[src/rtl/bram_sdp_fifo_pkg.sv]
// rtl/bram_sdp_fifo_pkg.sv - shared constants and helpers for the BRAM SDP stream FIFO
package bram_sdp_fifo_pkg;

  localparam int BRAM_RD_LAT = 1;
  localparam int OUT_DEPTH   = 2;
  localparam int OCC_W       = $clog2(OUT_DEPTH + 1);

  // Room for the full BRAM plus the output buffer entries.
  function automatic int cnt_width(input int addr_width);
    return addr_width + 2;
  endfunction

endpackage

[src/rtl/bram_sdp_fifo_ctrl_if.sv]
// rtl/bram_sdp_fifo_ctrl_if.sv - stream and BRAM port bundle for the FIFO controller
interface bram_sdp_fifo_ctrl_if #(
  parameter int DATA_WIDTH = 36,
  parameter int ADDR_WIDTH = 10
);
  import bram_sdp_fifo_pkg::*;

  localparam int CW = cnt_width(ADDR_WIDTH);

  logic                  s_valid;
  logic                  s_ready;
  logic [DATA_WIDTH-1:0] s_data;
  logic                  m_valid;
  logic                  m_ready;
  logic [DATA_WIDTH-1:0] m_data;
  logic [CW-1:0]         count;
  logic                  wce;
  logic [ADDR_WIDTH-1:0] wa;
  logic [DATA_WIDTH-1:0] wd;
  logic                  rce;
  logic [ADDR_WIDTH-1:0] ra;
  logic [DATA_WIDTH-1:0] rq;

  modport slave (
    input  s_valid, s_data, m_ready, rq,
    output s_ready, m_valid, m_data, count, wce, wa, wd, rce, ra
  );

  modport master (
    output s_valid, s_data, m_ready, rq,
    input  s_ready, m_valid, m_data, count, wce, wa, wd, rce, ra
  );

endinterface

[src/rtl/fifo_out_buf.sv]
// rtl/fifo_out_buf.sv - 2-entry first-word-fall-through register buffer behind the BRAM read port
module fifo_out_buf
  import bram_sdp_fifo_pkg::*;
#(
  parameter int DATA_WIDTH = 36
) (
  input  logic                  clk,
  input  logic                  rst_n,
  input  logic                  push,
  input  logic [DATA_WIDTH-1:0] din,
  input  logic                  pop,
  output logic                  m_valid,
  output logic [DATA_WIDTH-1:0] m_data,
  output logic [OCC_W-1:0]      occ
);

  logic [DATA_WIDTH-1:0] head_q, head_d;
  logic [DATA_WIDTH-1:0] tail_q, tail_d;
  logic [OCC_W-1:0]      occ_q, occ_d;

  // pop is pre-qualified with m_valid; push never arrives when both entries are held.
  always_comb begin
    head_d = head_q;
    tail_d = tail_q;
    occ_d  = occ_q;
    case ({push, pop})
      2'b10: begin
        if (occ_q == '0) head_d = din;
        else             tail_d = din;
        occ_d = occ_q + OCC_W'(1);
      end
      2'b01: begin
        head_d = tail_q;
        occ_d  = occ_q - OCC_W'(1);
      end
      2'b11: begin
        if (occ_q == OCC_W'(1)) begin
          head_d = din;
        end else begin
          head_d = tail_q;
          tail_d = din;
        end
      end
      default: ;
    endcase
  end

  always_ff @(posedge clk or negedge rst_n) begin
    if (!rst_n) begin
      head_q <= '0;
      tail_q <= '0;
      occ_q  <= '0;
    end else begin
      head_q <= head_d;
      tail_q <= tail_d;
      occ_q  <= occ_d;
    end
  end

  assign m_valid = (occ_q != '0);
  assign m_data  = head_q;
  assign occ     = occ_q;

endmodule

[src/rtl/bram_sdp_fifo_ctrl.sv]
// rtl/bram_sdp_fifo_ctrl.sv - valid/ready FIFO controller driving a simple-dual-port BRAM
module bram_sdp_fifo_ctrl
  import bram_sdp_fifo_pkg::*;
#(
  parameter int DATA_WIDTH = 36,
  parameter int ADDR_WIDTH = 10
) (
  input logic                 clk,
  input logic                 rst_n,
  bram_sdp_fifo_ctrl_if.slave bus
);

  localparam int CW = cnt_width(ADDR_WIDTH);
  localparam logic [ADDR_WIDTH:0] DEPTH = {1'b1, {ADDR_WIDTH{1'b0}}};

  logic [ADDR_WIDTH-1:0]  wptr_q, wptr_d;
  logic [ADDR_WIDTH-1:0]  rptr_q, rptr_d;
  logic [ADDR_WIDTH:0]    mem_cnt_q, mem_cnt_d;
  logic [BRAM_RD_LAT-1:0] inflight_q, inflight_d;

  logic             s_ready;
  logic             push;
  logic             pop;
  logic             rce;
  logic             m_valid;
  logic [OCC_W-1:0] out_occ;
  logic [2:0]       occ_next;

  // s_ready only looks at registered state so there is no path from the pop side.
  assign s_ready  = rst_n & (mem_cnt_q != DEPTH);
  assign push     = bus.s_valid & s_ready;
  assign pop      = m_valid & bus.m_ready;
  assign occ_next = 3'(out_occ) + 3'(inflight_q[BRAM_RD_LAT-1]) - 3'(pop);
  assign rce      = (mem_cnt_q != '0) & (occ_next < 3'(OUT_DEPTH));

  always_comb begin
    wptr_d     = wptr_q + ADDR_WIDTH'(push);
    rptr_d     = rptr_q + ADDR_WIDTH'(rce);
    inflight_d = rce;
    mem_cnt_d  = mem_cnt_q;
    case ({push, rce})
      2'b10:   mem_cnt_d = mem_cnt_q + (ADDR_WIDTH+1)'(1);
      2'b01:   mem_cnt_d = mem_cnt_q - (ADDR_WIDTH+1)'(1);
      default: ;
    endcase
  end

  always_ff @(posedge clk or negedge rst_n) begin
    if (!rst_n) begin
      wptr_q     <= '0;
      rptr_q     <= '0;
      mem_cnt_q  <= '0;
      inflight_q <= '0;
    end else begin
      wptr_q     <= wptr_d;
      rptr_q     <= rptr_d;
      mem_cnt_q  <= mem_cnt_d;
      inflight_q <= inflight_d;
    end
  end

  fifo_out_buf #(
    .DATA_WIDTH(DATA_WIDTH)
  ) u_out (
    .clk    (clk),
    .rst_n  (rst_n),
    .push   (inflight_q[BRAM_RD_LAT-1]),
    .din    (bus.rq),
    .pop    (pop),
    .m_valid(m_valid),
    .m_data (bus.m_data),
    .occ    (out_occ)
  );

  assign bus.s_ready = s_ready;
  assign bus.m_valid = m_valid;
  assign bus.wce     = push;
  assign bus.wa      = wptr_q;
  assign bus.wd      = {DATA_WIDTH{rst_n}} & bus.s_data;
  assign bus.rce     = rce;
  assign bus.ra      = rptr_q;
  assign bus.count   = CW'(mem_cnt_q) + CW'(inflight_q[BRAM_RD_LAT-1]) + CW'(out_occ);

endmodule

[src/flat_wrapper.sv]
// flat-port wrapper written by rule: the top's interface ports become plain ports
module bram_sdp_fifo_ctrl_flat import bram_sdp_fifo_pkg::*;
#(
  parameter int DATA_WIDTH = 36,
  parameter int ADDR_WIDTH = 10
)
  (clk, rst_n, bus_s_valid, bus_s_data, bus_m_ready, bus_rq, bus_s_ready, bus_m_valid, bus_m_data, bus_count, bus_wce, bus_wa, bus_wd, bus_rce, bus_ra);
  bram_sdp_fifo_ctrl_if #(.DATA_WIDTH(DATA_WIDTH), .ADDR_WIDTH(ADDR_WIDTH)) bus_i ();
  input logic clk;
  input logic rst_n;
  input wire logic [$bits(bus_i.s_valid)-1:0] bus_s_valid;
  input wire logic [$bits(bus_i.s_data)-1:0] bus_s_data;
  input wire logic [$bits(bus_i.m_ready)-1:0] bus_m_ready;
  input wire logic [$bits(bus_i.rq)-1:0] bus_rq;
  output wire logic [$bits(bus_i.s_ready)-1:0] bus_s_ready;
  output wire logic [$bits(bus_i.m_valid)-1:0] bus_m_valid;
  output wire logic [$bits(bus_i.m_data)-1:0] bus_m_data;
  output wire logic [$bits(bus_i.count)-1:0] bus_count;
  output wire logic [$bits(bus_i.wce)-1:0] bus_wce;
  output wire logic [$bits(bus_i.wa)-1:0] bus_wa;
  output wire logic [$bits(bus_i.wd)-1:0] bus_wd;
  output wire logic [$bits(bus_i.rce)-1:0] bus_rce;
  output wire logic [$bits(bus_i.ra)-1:0] bus_ra;
  assign bus_i.s_valid = bus_s_valid;
  assign bus_i.s_data = bus_s_data;
  assign bus_i.m_ready = bus_m_ready;
  assign bus_i.rq = bus_rq;
  assign bus_s_ready = bus_i.s_ready;
  assign bus_m_valid = bus_i.m_valid;
  assign bus_m_data = bus_i.m_data;
  assign bus_count = bus_i.count;
  assign bus_wce = bus_i.wce;
  assign bus_wa = bus_i.wa;
  assign bus_wd = bus_i.wd;
  assign bus_rce = bus_i.rce;
  assign bus_ra = bus_i.ra;
  bram_sdp_fifo_ctrl #(.DATA_WIDTH(DATA_WIDTH), .ADDR_WIDTH(ADDR_WIDTH)) u_core (.clk(clk), .rst_n(rst_n), .bus(bus_i));
endmodule
[config.mk]
export PLATFORM = sky130hd
export DESIGN_NAME = bram_sdp_fifo_ctrl_flat
export DESIGN_NICKNAME = d
export VERILOG_FILES = /design/src/rtl/bram_sdp_fifo_pkg.sv /design/src/rtl/bram_sdp_fifo_ctrl_if.sv /design/src/rtl/fifo_out_buf.sv /design/src/rtl/bram_sdp_fifo_ctrl.sv /design/src/flat_wrapper.sv
export SDC_FILE = /design/constraint.sdc
export NUM_CORES = 1
export LEC_CHECK = 0
export ABC_AREA = 1
export CAP_MARGIN = 40
export CORE_MARGIN = 4
export CORE_UTILIZATION = 45
export DETAILED_ROUTE_END_ITERATION = 16
export PLACE_DENSITY = 0.76
export SLEW_MARGIN = 15
export SYNTH_ARGS = -nofsm -noshare
export SYNTH_HDL_FRONTEND = slang
export SYNTH_SLANG_ARGS = --single-unit
[constraint.sdc]
create_clock -name clk -period 4.9 [get_ports clk]
set_input_delay 0.735 -clock clk [delete_from_list [all_inputs] [get_ports clk]]
set_output_delay 0.735 -clock clk [all_outputs]
set_load 0.1 [all_outputs]
Word-level counts from Yosys, hierarchy flattened
Cells that the tools add are included.
- output and inout bits: 108
- bits in registers: 106
- $lt $le $gt $ge: 1
- bitwise gates (word level): 5
- equal/unequal tests: 10
- add/sub/neg operators: 10
- reductions and logical operators: 9
- multiplexer cells: 8
- operators with widths (cell ; count):
    2-to-1 mux 36 bit ; 4
    one-hot mux 36 bit (3 select lines) ; 1
    one-hot mux 36 bit (2 select lines) ; 1
    AND 36 bit ; 1
    one-hot mux 11 bit (2 select lines) ; 1
    adder 10 x 1 -> 10 bit ; 2
    adder 11 x 1 -> 12 bit ; 1
    adder 12 x 2 -> 12 bit ; 1
    adder 11 x 1 -> 11 bit, second input constant ; 1
    inequality test 11 bit, second input constant ; 1
    nonzero test 11 bit ; 1
    subtractor 11 x 1 -> 11 bit, second input constant ; 1
    nonzero test 2 bit ; 4
    equality test 2 x 1 -> 1 bit, second input constant ; 3
    equality test 2 bit, second input constant ; 3
    inequality test 2 bit, second input constant ; 3
    AND 1 bit ; 4
    one-hot mux 2 bit (2 select lines) ; 1
    adder 2 x 1 -> 3 bit ; 1
    < comparator 3 x 2 -> 1 bit, second input constant ; 1
    AND reduction 3 bit ; 1
    nonzero test 3 bit ; 1
    subtractor 3 x 1 -> 3 bit ; 1
    adder 2 x 1 -> 2 bit, second input constant ; 1
    other kinds (3) ; 3

Depth between registers and ports, before layout
Gate-level depths: netlist (run 1).
- depth in word-level cells: 7
- mapped depth: 22
- depth with buffers taken out: 22

Hierarchy
From an unflattened synthesis (run 1), not the netlist that was laid out.
- cells, all modules: 798
- area, all modules: 5982.0 sq um
- modules (own cells, without submodules) (module ; area each (sq um) ; times used ; cells an instance):
    fifo_out_buf ; 3498.4 ; 1 ; 449
    bram_sdp_fifo_ctrl ; 2483.6 ; 1 ; 349

Worst setup path after synthesis (run 1)
Ideal clock, no wire load.
- path kind: register to register
- from: register u_core.u_out.occ_q[1], in the netlist u_core.u_out.occ[1]
- to: register u_core.mem_cnt_q[8]
- data required time: 4783 ps
- path buffers: 0
- arrival time: 5703 ps
- clock period less this slack: 5821 ps
- path slack: -921 ps
- stages on the path, launching flop included: 22
- path through: dfrtp_1 inv_2 ha_1 inv_2 nand2_1 inv_1 ha_1 or2_1 fa_1 nand3_1 a31oi_1 ha_1 inv_1 fa_1 inv_1 nand3_1 nand3_1 nand2_1 nand3_1 nand2_1 nor2_1 nor2_1
- longest elaborated chain between the ends: 7
- RTL lines (what ; line ; text):
    start, declared ; fifo_out_buf.sv:19 ; logic [OCC_W-1:0] occ_q, occ_d;
    start signal, assigned ; fifo_out_buf.sv:52 ; occ_q <= '0;
    start signal, assigned ; fifo_out_buf.sv:56 ; occ_q <= occ_d;
    nonzero test 2 bit * ; fifo_out_buf.sv:60 ; assign m_valid = (occ_q != '0);
    named net bus_m_valid ; flat_wrapper.sv:16 ; output wire logic [$bits(bus_i.m_valid)-1:0] bus_m_valid;
    AND 1 bit * ; bram_sdp_fifo_ctrl.sv:32 ; assign pop = m_valid & bus.m_ready;
    subtractor 3 x 1 -> 3 bit * ; bram_sdp_fifo_ctrl.sv:33 ; assign occ_next = 3'(out_occ) + 3'(inflight_q[BRAM_RD_LAT-1]) - 3'(pop);
    < comparator 3 x 2 -> 1 bit * ; bram_sdp_fifo_ctrl.sv:34 ; assign rce = (mem_cnt_q != '0) & (occ_next < 3'(OUT_DEPTH));
    AND 1 bit * ; bram_sdp_fifo_ctrl.sv:34 ;
    named net bus_rce ; flat_wrapper.sv:22 ; output wire logic [$bits(bus_i.rce)-1:0] bus_rce;
    equality test 2 x 1 -> 1 bit / equality test 2 bit (equally long branches) ; bram_sdp_fifo_ctrl.sv:41 ; case ({push, rce})
    one-hot mux 11 bit (2 select lines) / nonzero test 2 bit (equally long branches) ; n/a ;
    end signal, assigned ; bram_sdp_fifo_ctrl.sv:57 ; mem_cnt_q <= mem_cnt_d;
    end, declared ; bram_sdp_fifo_ctrl.sv:18 ; logic [ADDR_WIDTH:0] mem_cnt_q, mem_cnt_d;
The timed path passes the listed nets; every way through them passes the cells marked *.
A chain may end at the register's enable or synchronous reset.

Worst setup path in the final report (run 1)
- from: register u_core.u_out.occ_q[1], in the netlist u_core.u_out.occ[1]
- to: register u_core.mem_cnt_q[8]
- longest elaborated chain between the ends: 7
- RTL lines (what ; line):
    branches (longest 2 deep; another with adder 2 x 1 -> 3 bit) ; n/a
    subtractor 3 x 1 -> 3 bit * ; bram_sdp_fifo_ctrl.sv:33
    < comparator 3 x 2 -> 1 bit * ; bram_sdp_fifo_ctrl.sv:34
    AND 1 bit * ; bram_sdp_fifo_ctrl.sv:34
    equality test 2 x 1 -> 1 bit / equality test 2 bit (equally long branches) ; bram_sdp_fifo_ctrl.sv:41
    one-hot mux 11 bit (2 select lines) / nonzero test 2 bit (equally long branches) ; n/a
Mark *: on every way between the ends.

==> out/results.env, run 1 <==
FMAXACHIEVABLE_MHz=224.7
DRIVE_ABOVE_1_SHARE_PCT=19.10
CRIT_PATH_CELL_TRACE='inv_2 -> ha_1 -> inv_2 -> nand2_1 -> inv_1 -> ha_1 -> or2_1 -> fa_1 -> nand3_1 -> a31oi_4 -> ha_1 -> inv_1 -> fa_1 -> inv_1 -> nand3_1 -> nand3_1 -> nand2_1 -> a21oi_1 -> nor2_1 -> nor2_1'
ANTENNA_VIOLATIONS_BEFORE_REPAIR=1
POSTROUTEWIRELENGTH_UM=18150
TIMING.MAX_CAP.VIOLATIONS=0
STATUS='completed'
POSTCTSHOLDBUFS=0
CTS_MADE_BUFFERS=9
CLOCK_INSERTION_DELAY_WORST_SKEW_PS=350
COMPOUND_GATE_PORTION_OF_THE_SYNTHESIZED_AREA_PCT=8.733
SYN_INST_COUNT=644
TRITONCTS='yes'
WORST_MAX_SLEW_PIN_SLEW_PS=782.6
GP_CONGESTION=0.9563
YOSYSWARNINGS=0
CP_REQUIRED_PS=5180
MAIN_COMBINATIONAL_CELL_FAMILY_BY_AREA_AFTER_SYNTHESIS='simple AND/OR/NAND/NOR gates'
MUX_CONTRIBUTION_TO_SYNTHESIZED_AREA_PCT=8.473
TRACK_USAGE_PCT=25.37
TNS_PS=0
NUM_IO_PINS=184
MAXSLEWVIOLCOUNT=0
SYNTH_SIMPLE_GATE_AREA_SHARE_PCT=18.79
POSTROUTEANTENNANETS=0
SYNTH.FF_LATCH_COUNT=106
DRTITER0DRC=369
POST_SYNTHESIS_SHARE_OF_CELL_AREA_SPENT_ON_XOR_AND_XNOR_GATES_PCT=4.410
SYNTH_SEQ_AREA_SHARE_PCT=46.06
FINAL_STAGE_NET_COUNT=1006
CLOCK-SKEW-FINAL_PS=11.12
KIND_OF_PATH_BEHIND_THE_TIGHTEST_HOLD_CHECK='flip-flop to flip-flop'
GRT_START_MAX_NET_PINS=73
DRC=0
POST-SYNTH-TOP-AREA-CELL='dfrtp_1'
CRITICAL_PATH.MAX_STAGE_DELAY_PS=500
CTS_SETUP_BUFFERS=0
CP-END-KIND='flip-flop'
RRSETUPSLACK_PS=450
POST-SYNTH-TOP-AREA-FRACTION_PCT=46.06
FIN_UTIL_PCT=75.85
SETUP_VIOL=0
FIN_AREA_UM2=9533
FINAL.MIN_CLOCK_PERIOD_PS=4450
CRITPATHKIND='flip-flop to flip-flop'
SYNTHDISTINCTLIBCELLS=31
WORST_PATH_MAX_DELAY_CELL='fa_1'
PLACEMENT_ROWS=41
WORSTPATHBUFFERINVERTERCOUNT=5
PLACE_AREA_UM2=9248
SYNTH-ADDER-AREA-SHARE_PCT=5.735
CRITPATHARRIVALTIME_PS=4730
POST_DRT_WL_PER_CELL_UM=16.76
TRITONCTS_NUM_SINKS=106
DIE-WIDTH_UM=121.1
FF2FF_PATH_DEPTH=20
CRITPATHCAPTURE='u_core.mem_cnt_q[8]'
FINAL_COMMON_CELL='clkdlybuf4s50_1'
FP.COREAREA_UM2=12570
NUM_ANTENNA_CELLS=0
VIA_COUNT_OF_THE_FIRST_GLOBAL_ROUTING_PASS=6003
SYN-CELL-AREA_UM2=5759
DESIGN.DIE.AREA_UM2=14670
CRITICAL_PATH_PEAK_FANOUT=11
HTREE_LEVELS=3
MAX_SLEW_MARGIN_PCT=47.64
DETAIL_ROUTE.VIAS_PER_CELL=5.139
START_UTIL_PCT=45.82
DRTPASS1ITERATIONS=4
GRT_SETUP_UNREPAIRED='no'
SYN_NETS=744
DIE_Y_UM=121.1
CRIT_PATH_START_KIND='flip-flop'
GRT_PASS1_WL_UM=29600
PATH_CLK_SLEW_PS=70
SYN2LAYOUT_AREA_GROWTH_PCT=65.52
CP.DEPTH=20
SYNTHTOPCELLSBYAREA='dfrtp_1 (46%), mux2_4 (7.3%), nand2_1 (7.2%)'
CPLARGESTDELAYFAMILY='adder cells'
MOST-COMMON-LAYOUT-CELLS='clkdlybuf4s50_1 (167), nand2_1 (110), dfrtp_1 (106)'
MAX-CLOCK-PATH-BUFFERS=2
FINAL_HOLD_VIOL_COUNT=0
CTS_ROOT_BUFFER='clkbuf_16'
GRT_OVERFLOW_TOTAL=0
CTS-RESIZED-GATES=0
MIN_PERIOD_OVER_PERIOD_PCT=90.83
CRIT_PATH_START='u_core.u_out.occ[1]'
WORSTREG2REGSTART='u_core.u_out.occ[1]'
PORT_BUFFERS=183
WORST_R2R_ENDPOINT='u_core.mem_cnt_q[8]'
POST_SYNTH.CELL_AREA_AVG_UM2=8.943
DP.FINAL_HPWL_UM=13630
ROUTE.VIAS.TOTAL=5565
==> worst min-delay path by stage <==
stage / start / end / slack [ps] / depth (start not counted)
finish: u_core.u_out.tail_q[0] / u_core.u_out.tail_q[0] / 470 / 2
global route: u_core.bus.wa[9] / u_core.bus.wa[9] / 500 / 1
CTS: u_core.u_out.tail_q[0] / u_core.u_out.tail_q[0] / 480 / 2
detailed placement: u_core.u_out.tail_q[0] / u_core.u_out.tail_q[0] / 460 / 2
global placement: u_core.u_out.tail_q[1] / u_core.u_out.tail_q[1] / 450 / 2
floorplan: rst_n / u_core.bus.ra[0] / 440 / 0
==> cell usage after synthesis <==
cell and n:
o21ai_2 1, nor2_8 1, buf_1 3, xor2_1 21
a31oi_1 37, nand2_2 1, inv_4 1, or2_1 1
nor2_1 60, o22ai_1 2, a21oi_1 8, nor3_1 8
nand4_1 6, nand2_4 2, dfrtp_1 106, nand3_1 61
mux2_1 6, o21ai_0 38, xnor2_1 8, clkbuf_1 14
o21ai_1 4, clkinv_1 1, inv_2 9, buf_6 3
fa_1 4, or2_2 1, ha_1 20, buf_2 9
inv_1 70, mux2_4 28, nand2_1 110
==> registers in the layout, indices dropped and copies added (netlist names) <==
| register | cells |
|---|---|
| u_core.u_out.tail_q | 36 |
| u_core.bus.ra | 10 |
| u_core.u_out.occ | 2 |
| u_core.u_out.m_data | 36 |
| u_core.mem_cnt_q | 11 |
| u_core.bus.wa | 10 |
| u_core.inflight_q | 1 |
==> per-layer routing <==
layer / up-vias / part of all wire (%) / routed length (um) / global-route usage [%]
met2: 255 / 50 / 9103 / 42.90
met1: 2618 / 38 / 6948 / 30.60
met3: 53 / 8.5 / 1551 / 7.506
met4: 2 / 2.9 / 531 / 9.664
met5: - / 0.072 / 13 / 0
li1: 2637 / - / - / -
==> cell families after synthesis <==
kind of cell	count (synthesis)
flip-flops	106
AND/OR/NAND/NOR	251
multiplexers	34
AO/OA/AOI/OAI	90
XOR/XNOR	29
buffers and inverters	110
adder cells (fa/ha/maj)	24
==> cell type report <==
| type | instances | area, um2 |
|---|---|---|
| sequential | 106 | 2653 |
| fill | 806 | 3035 |
| tap | 172 | 215.2 |
| clock buffer | 9 | 225.2 |
| timing repair buffer | 280 | 3393 |
| multi-input combinational | 428 | 2680 |
| inverter | 81 | 306.5 |
| clock inverter | 7 | 60.06 |
==> stage by stage <==
stage | setup WS (ps) | hold slack, ps | std cells
after floorplan | 173.3 | 435.6 | 644
after global placement | 398.7 | 448.3 | 974
after detailed placement | 232.4 | 463.5 | 1067
after CTS | 439.1 | 478.6 | 1083
after global routing | 56.35 | 501.3 | 1083
final | 449.5 | 472.0 | 1083
==> worst register-to-register path: stages (launching register included) <==
cell     delay (ps)
dfrtp_1         490
inv_2           140
ha_1            220
inv_2            80
nand2_1         160
inv_1            90
ha_1            340
or2_1           260
fa_1            500
nand3_1         130
a31oi_4         250
ha_1            500
inv_1           110
fa_1            380
inv_1           110
nand3_1          70
nand3_1         140
nand2_1         100
a21oi_1         160
nor2_1           60
nor2_1           90
Power of run 1 is not shown: default switching activity piles up to over one toggle a cycle in this logic, so the estimate is an artifact.
==> run 2, diff against run 1 <==
--- a/config.mk
+++ b/config.mk
@@ -10,8 +10,9 @@
 export CORE_MARGIN = 4
 export CORE_UTILIZATION = 45
 export DETAILED_ROUTE_END_ITERATION = 16
-export PLACE_DENSITY = 0.76
+export PLACE_DENSITY = 0.75
 export SLEW_MARGIN = 15
 export SYNTH_ARGS = -nofsm -noshare
 export SYNTH_HDL_FRONTEND = slang
+export SYNTH_HIERARCHICAL = 1
 export SYNTH_SLANG_ARGS = --single-unit
==> run 2 against run 1 <==
Register-to-register slack improved by 200 ps. Fmax increased by 4.8%. Sequential cell count unchanged. Worst setup slack improved by 200 ps. Hold slack got worse by 180 ps. Global-route usage increased by 0.10 points. Sequential share of layout area decreased by 1.3 points. Highest routed layer unchanged. Count of clock-buffer cells in the layout increased by 2. Largest cell class unchanged. Synthesized cell count increased by 24%. Utilization increased by 2.2 points. Routed wire length increased by 2.7%. Area after synthesis increased by 3.9%.
==> out/results.env, run 2 <==
STATUS='completed'
GLOBAL_ROUTE.PEAK_USAGE_LAYER='met2'
SETUP_VIOL=0  # unchanged
SYN_NETS=900  # +21%
DRIVE_ABOVE_1_SHARE_PCT=15.24  # -3.9 points
SYNTH_SIMPLE_GATE_AREA_SHARE_PCT=35.81  # +17 points
SYN2LAYOUT_AREA_GROWTH_PCT=67.41
POSTROUTEANTENNANETS=0  # unchanged
FIN_AREA_UM2=10010  # +5.1%
TRITONCTS_NUM_SINKS=106  # unchanged
SYNTHDISTINCTLIBCELLS=35  # +13%
SYNTH-ADDER-AREA-SHARE_PCT=5.940  # +0.20 points
SYNTHTOPCELLSBYAREA='dfrtp_1 (44%), nand2_1 (23%), nand3_1 (7.9%)'
CP-END-KIND='flip-flop'
CTS_MADE_BUFFERS=9  # unchanged
FINAL_COMMON_CELL='nand2_1'
CRITPATHARRIVALTIME_PS=4480  # -250 ps
FINAL.MIN_CLOCK_PERIOD_PS=4247  # -203.8 ps
DRTITER0DRC=487  # +32%
SYNTH_ASYNC_SR_FLOP_SHARE_PCT=100.0  # unchanged
CTS_SETUP_BUFFERS=0  # unchanged
DIE_Y_UM=123.3  # +1.8%
GRT_START_MAX_NET_PINS=54  # -26%
DESIGN.DIE.AREA_UM2=15200  # +3.6%
TRITONCTS='yes'
SYNTH.FF_LATCH_COUNT=106  # unchanged
TIMING.MAX_CAP.VIOLATIONS=0  # unchanged
PLACE_INST=1232  # +15%
GP_CONGESTION=0.9102  # -4.8%
TOP_CELLS_BY_INSTANCE_COUNT_AFTER_SYNTHESIS='nand2_1 (365), dfrtp_1 (106), nand3_1 (94)'
GRT_OVERFLOW_TOTAL=0  # unchanged
FIN_UTIL_PCT=78.09  # +2.2 points
SYNTHMOSTINSTANTIATEDCELL='nand2_1'
HTREE_LEVELS=3  # unchanged
DRTPASS1ITERATIONS=6  # +2
CRITPATHKIND='flip-flop to flip-flop'
CRIT_PATH_START_KIND='flip-flop'
ROUTE.VIAS.TOTAL=6103  # +9.7%
ANTENNA_VIOLATIONS_BEFORE_REPAIR=2  # +1
NUM_IO_PINS=184  # unchanged
CP_REQUIRED_PS=5140  # -40 ps
SYN-CELL-AREA_UM2=5982  # +3.9%
MAX-CLOCK-PATH-BUFFERS=2  # unchanged
SYNTH-EDFF-COUNT=0  # unchanged
CTS-RESIZED-GATES=0  # unchanged
FINALNONFILLERCELLS=1248  # +15%
FP.COREAREA_UM2=12820  # +2.0%
GRT_SETUP_UNREPAIRED='no'
FINAL_HOLD_VIOL_COUNT=0  # unchanged
DP.FINAL_HPWL_UM=14180  # +4.0%
YOSYSWARNINGS=6  # +6
GRT_PASS1_WL_UM=30750  # +3.9%
WORST_MAX_SLEW_PIN_SLEW_PS=767.2  # -15.35 ps
DETAIL_ROUTE.VIAS_PER_CELL=4.890  # -4.8%
MAXSLEWVIOLCOUNT=0  # unchanged
TRACK_USAGE_PCT=25.48  # +0.10 points
GR-USAGE-MET1_PCT=29.80  # -0.80 points
CLOCK-SKEW-FINAL_PS=5.188  # -5.933 ps
SYN_INST_COUNT=798  # +24%
CRITICAL_PATH_PEAK_FANOUT=11  # unchanged
POST_DRT_WL_PER_CELL_UM=14.94  # -11%
PORT_BUFFERS=183  # unchanged
NUM_ANTENNA_CELLS=0  # unchanged
GRT_USE_MET2_PCT=45.70  # +2.8 points
PATH_CLK_SLEW_PS=70  # about the same
CLOCK_INSERTION_DELAY_WORST_SKEW_PS=350  # about the same
POST_SYNTH.CELL_AREA_AVG_UM2=7.496  # -16%
CTS_ROOT_BUFFER='clkbuf_16'
FMAXACHIEVABLE_MHz=235.5  # +4.8%
MUX_CONTRIBUTION_TO_SYNTHESIZED_AREA_PCT=0  # -8.5 points
PLACE_AREA_UM2=9653  # +4.4%
FINAL_STAGE_NET_COUNT=1173  # +17%
SYNTH_SEQ_AREA_SHARE_PCT=44.34  # -1.7 points
START_UTIL_PCT=46.64  # +0.82 points
POST_SYNTHESIS_SHARE_OF_CELL_AREA_SPENT_ON_XOR_AND_XNOR_GATES_PCT=4.100  # -0.31 points
MIN_PERIOD_OVER_PERIOD_PCT=86.67  # -4.2 points
DRC=0  # unchanged
POST-SYNTH-TOP-AREA-CELL='dfrtp_1'
POSTROUTEWIRELENGTH_UM=18640  # +2.7%
SYNTH_FLOP_CELL='dfrtp_1'
MAX_SLEW_MARGIN_PCT=48.67  # +1.0 points
KIND_OF_PATH_BEHIND_THE_TIGHTEST_HOLD_CHECK='input port to async pin'
MOST-COMMON-LAYOUT-CELLS='nand2_1 (365), clkdlybuf4s50_1 (177), dfrtp_1 (106)'
VIA_COUNT_OF_THE_FIRST_GLOBAL_ROUTING_PASS=6465  # +7.7%
MAIN_COMBINATIONAL_CELL_FAMILY_BY_AREA_AFTER_SYNTHESIS='simple AND/OR/NAND/NOR gates'
TNS_PS=0  # unchanged
POSTCTSHOLDBUFS=0  # unchanged
GLOBAL_ROUTE.USAGE.MET3_PCT=7.045  # -0.46 points
COMPOUND_GATE_PORTION_OF_THE_SYNTHESIZED_AREA_PCT=1.694  # -7.0 points
DIE-WIDTH_UM=123.3  # +1.8%
PLACEMENT_ROWS=41  # unchanged
POST-SYNTH-TOP-AREA-FRACTION_PCT=44.34  # -1.7 points
==> run 2: cell type report <==
cell class	instances	area, um2
Clock inverter	5	108.9
Fill cell	884	2810
Clock buffer	11	252.7
Timing Repair Buffer	292	3600
Sequential cell	106	2653
Multi-Input combinational cell	575	2859
Inverter	87	326.6
Tap cell	172	215.2
==> run 2: worst max-delay path: stages, from the launching register on <==
cell      delay (ps)
dfrtp_1          500
inv_1            120
ha_1             200
inv_2            100
nand2_1           70
inv_1            110
ha_1             240
or2_2            300
fa_1             380
nor2_1           110
o21ai_0          160
a31oi_4          220
ha_1             490
ha_1             380
a21oi_1          310
nor2_1            70
nor2_1           130
nand3b_1         100
nand3_1           90
nand2_1           50
==> run 2: kinds of logic (layout without fill, tap and decap cells) <==
logic type / count (synthesis) / after routing
fa+ha+maj: 26 / 26
simple gates: 507 / 507
xor+xnor: 28 / 28
flops: 106 / 106
compound gates: 14 / 14
buf+inv: 117 / 395
==> run 2: final timing paths <==
path	startpoint	end	slack [ps]	depth (start not counted)
max	u_core/u_out/occ[1]	u_core/mem_cnt_q[8]	650	19
min	rst_n	u_core/u_out/tail_q[32]	290	1
max reg2reg	u_core/u_out/occ[1]	u_core/mem_cnt_q[8]	650	19
min reg2reg	u_core/u_out/tail_q[13]	u_core/u_out/tail_q[13]	470	2
max in group asynchronous	rst_n	u_core/u_out/m_data[6]	3580	3
min in group clk	u_core/u_out/tail_q[13]	u_core/u_out/tail_q[13]	470	2
==> run 2: metrics by stage <==
| step | setup slack, ps | hold WS (ps) |
|---|---|---|
| detailed placement | 406.2 | 458.5 |
| finish | 653.3 | 287.4 |
| floorplan | 190.7 | 439.4 |
| CTS | 640.1 | 292.8 |
| global route | 338.1 | 302.4 |
| global placement | 533.9 | 453.3 |
==> run 2: metal layers <==
layer,up-vias,routed length (um)
met2,252,9445
met4,4,296
met5,-,27
met3,34,1598
met1,2818,7274
li1,2995,-
Power of run 2 is left out for the same reason.
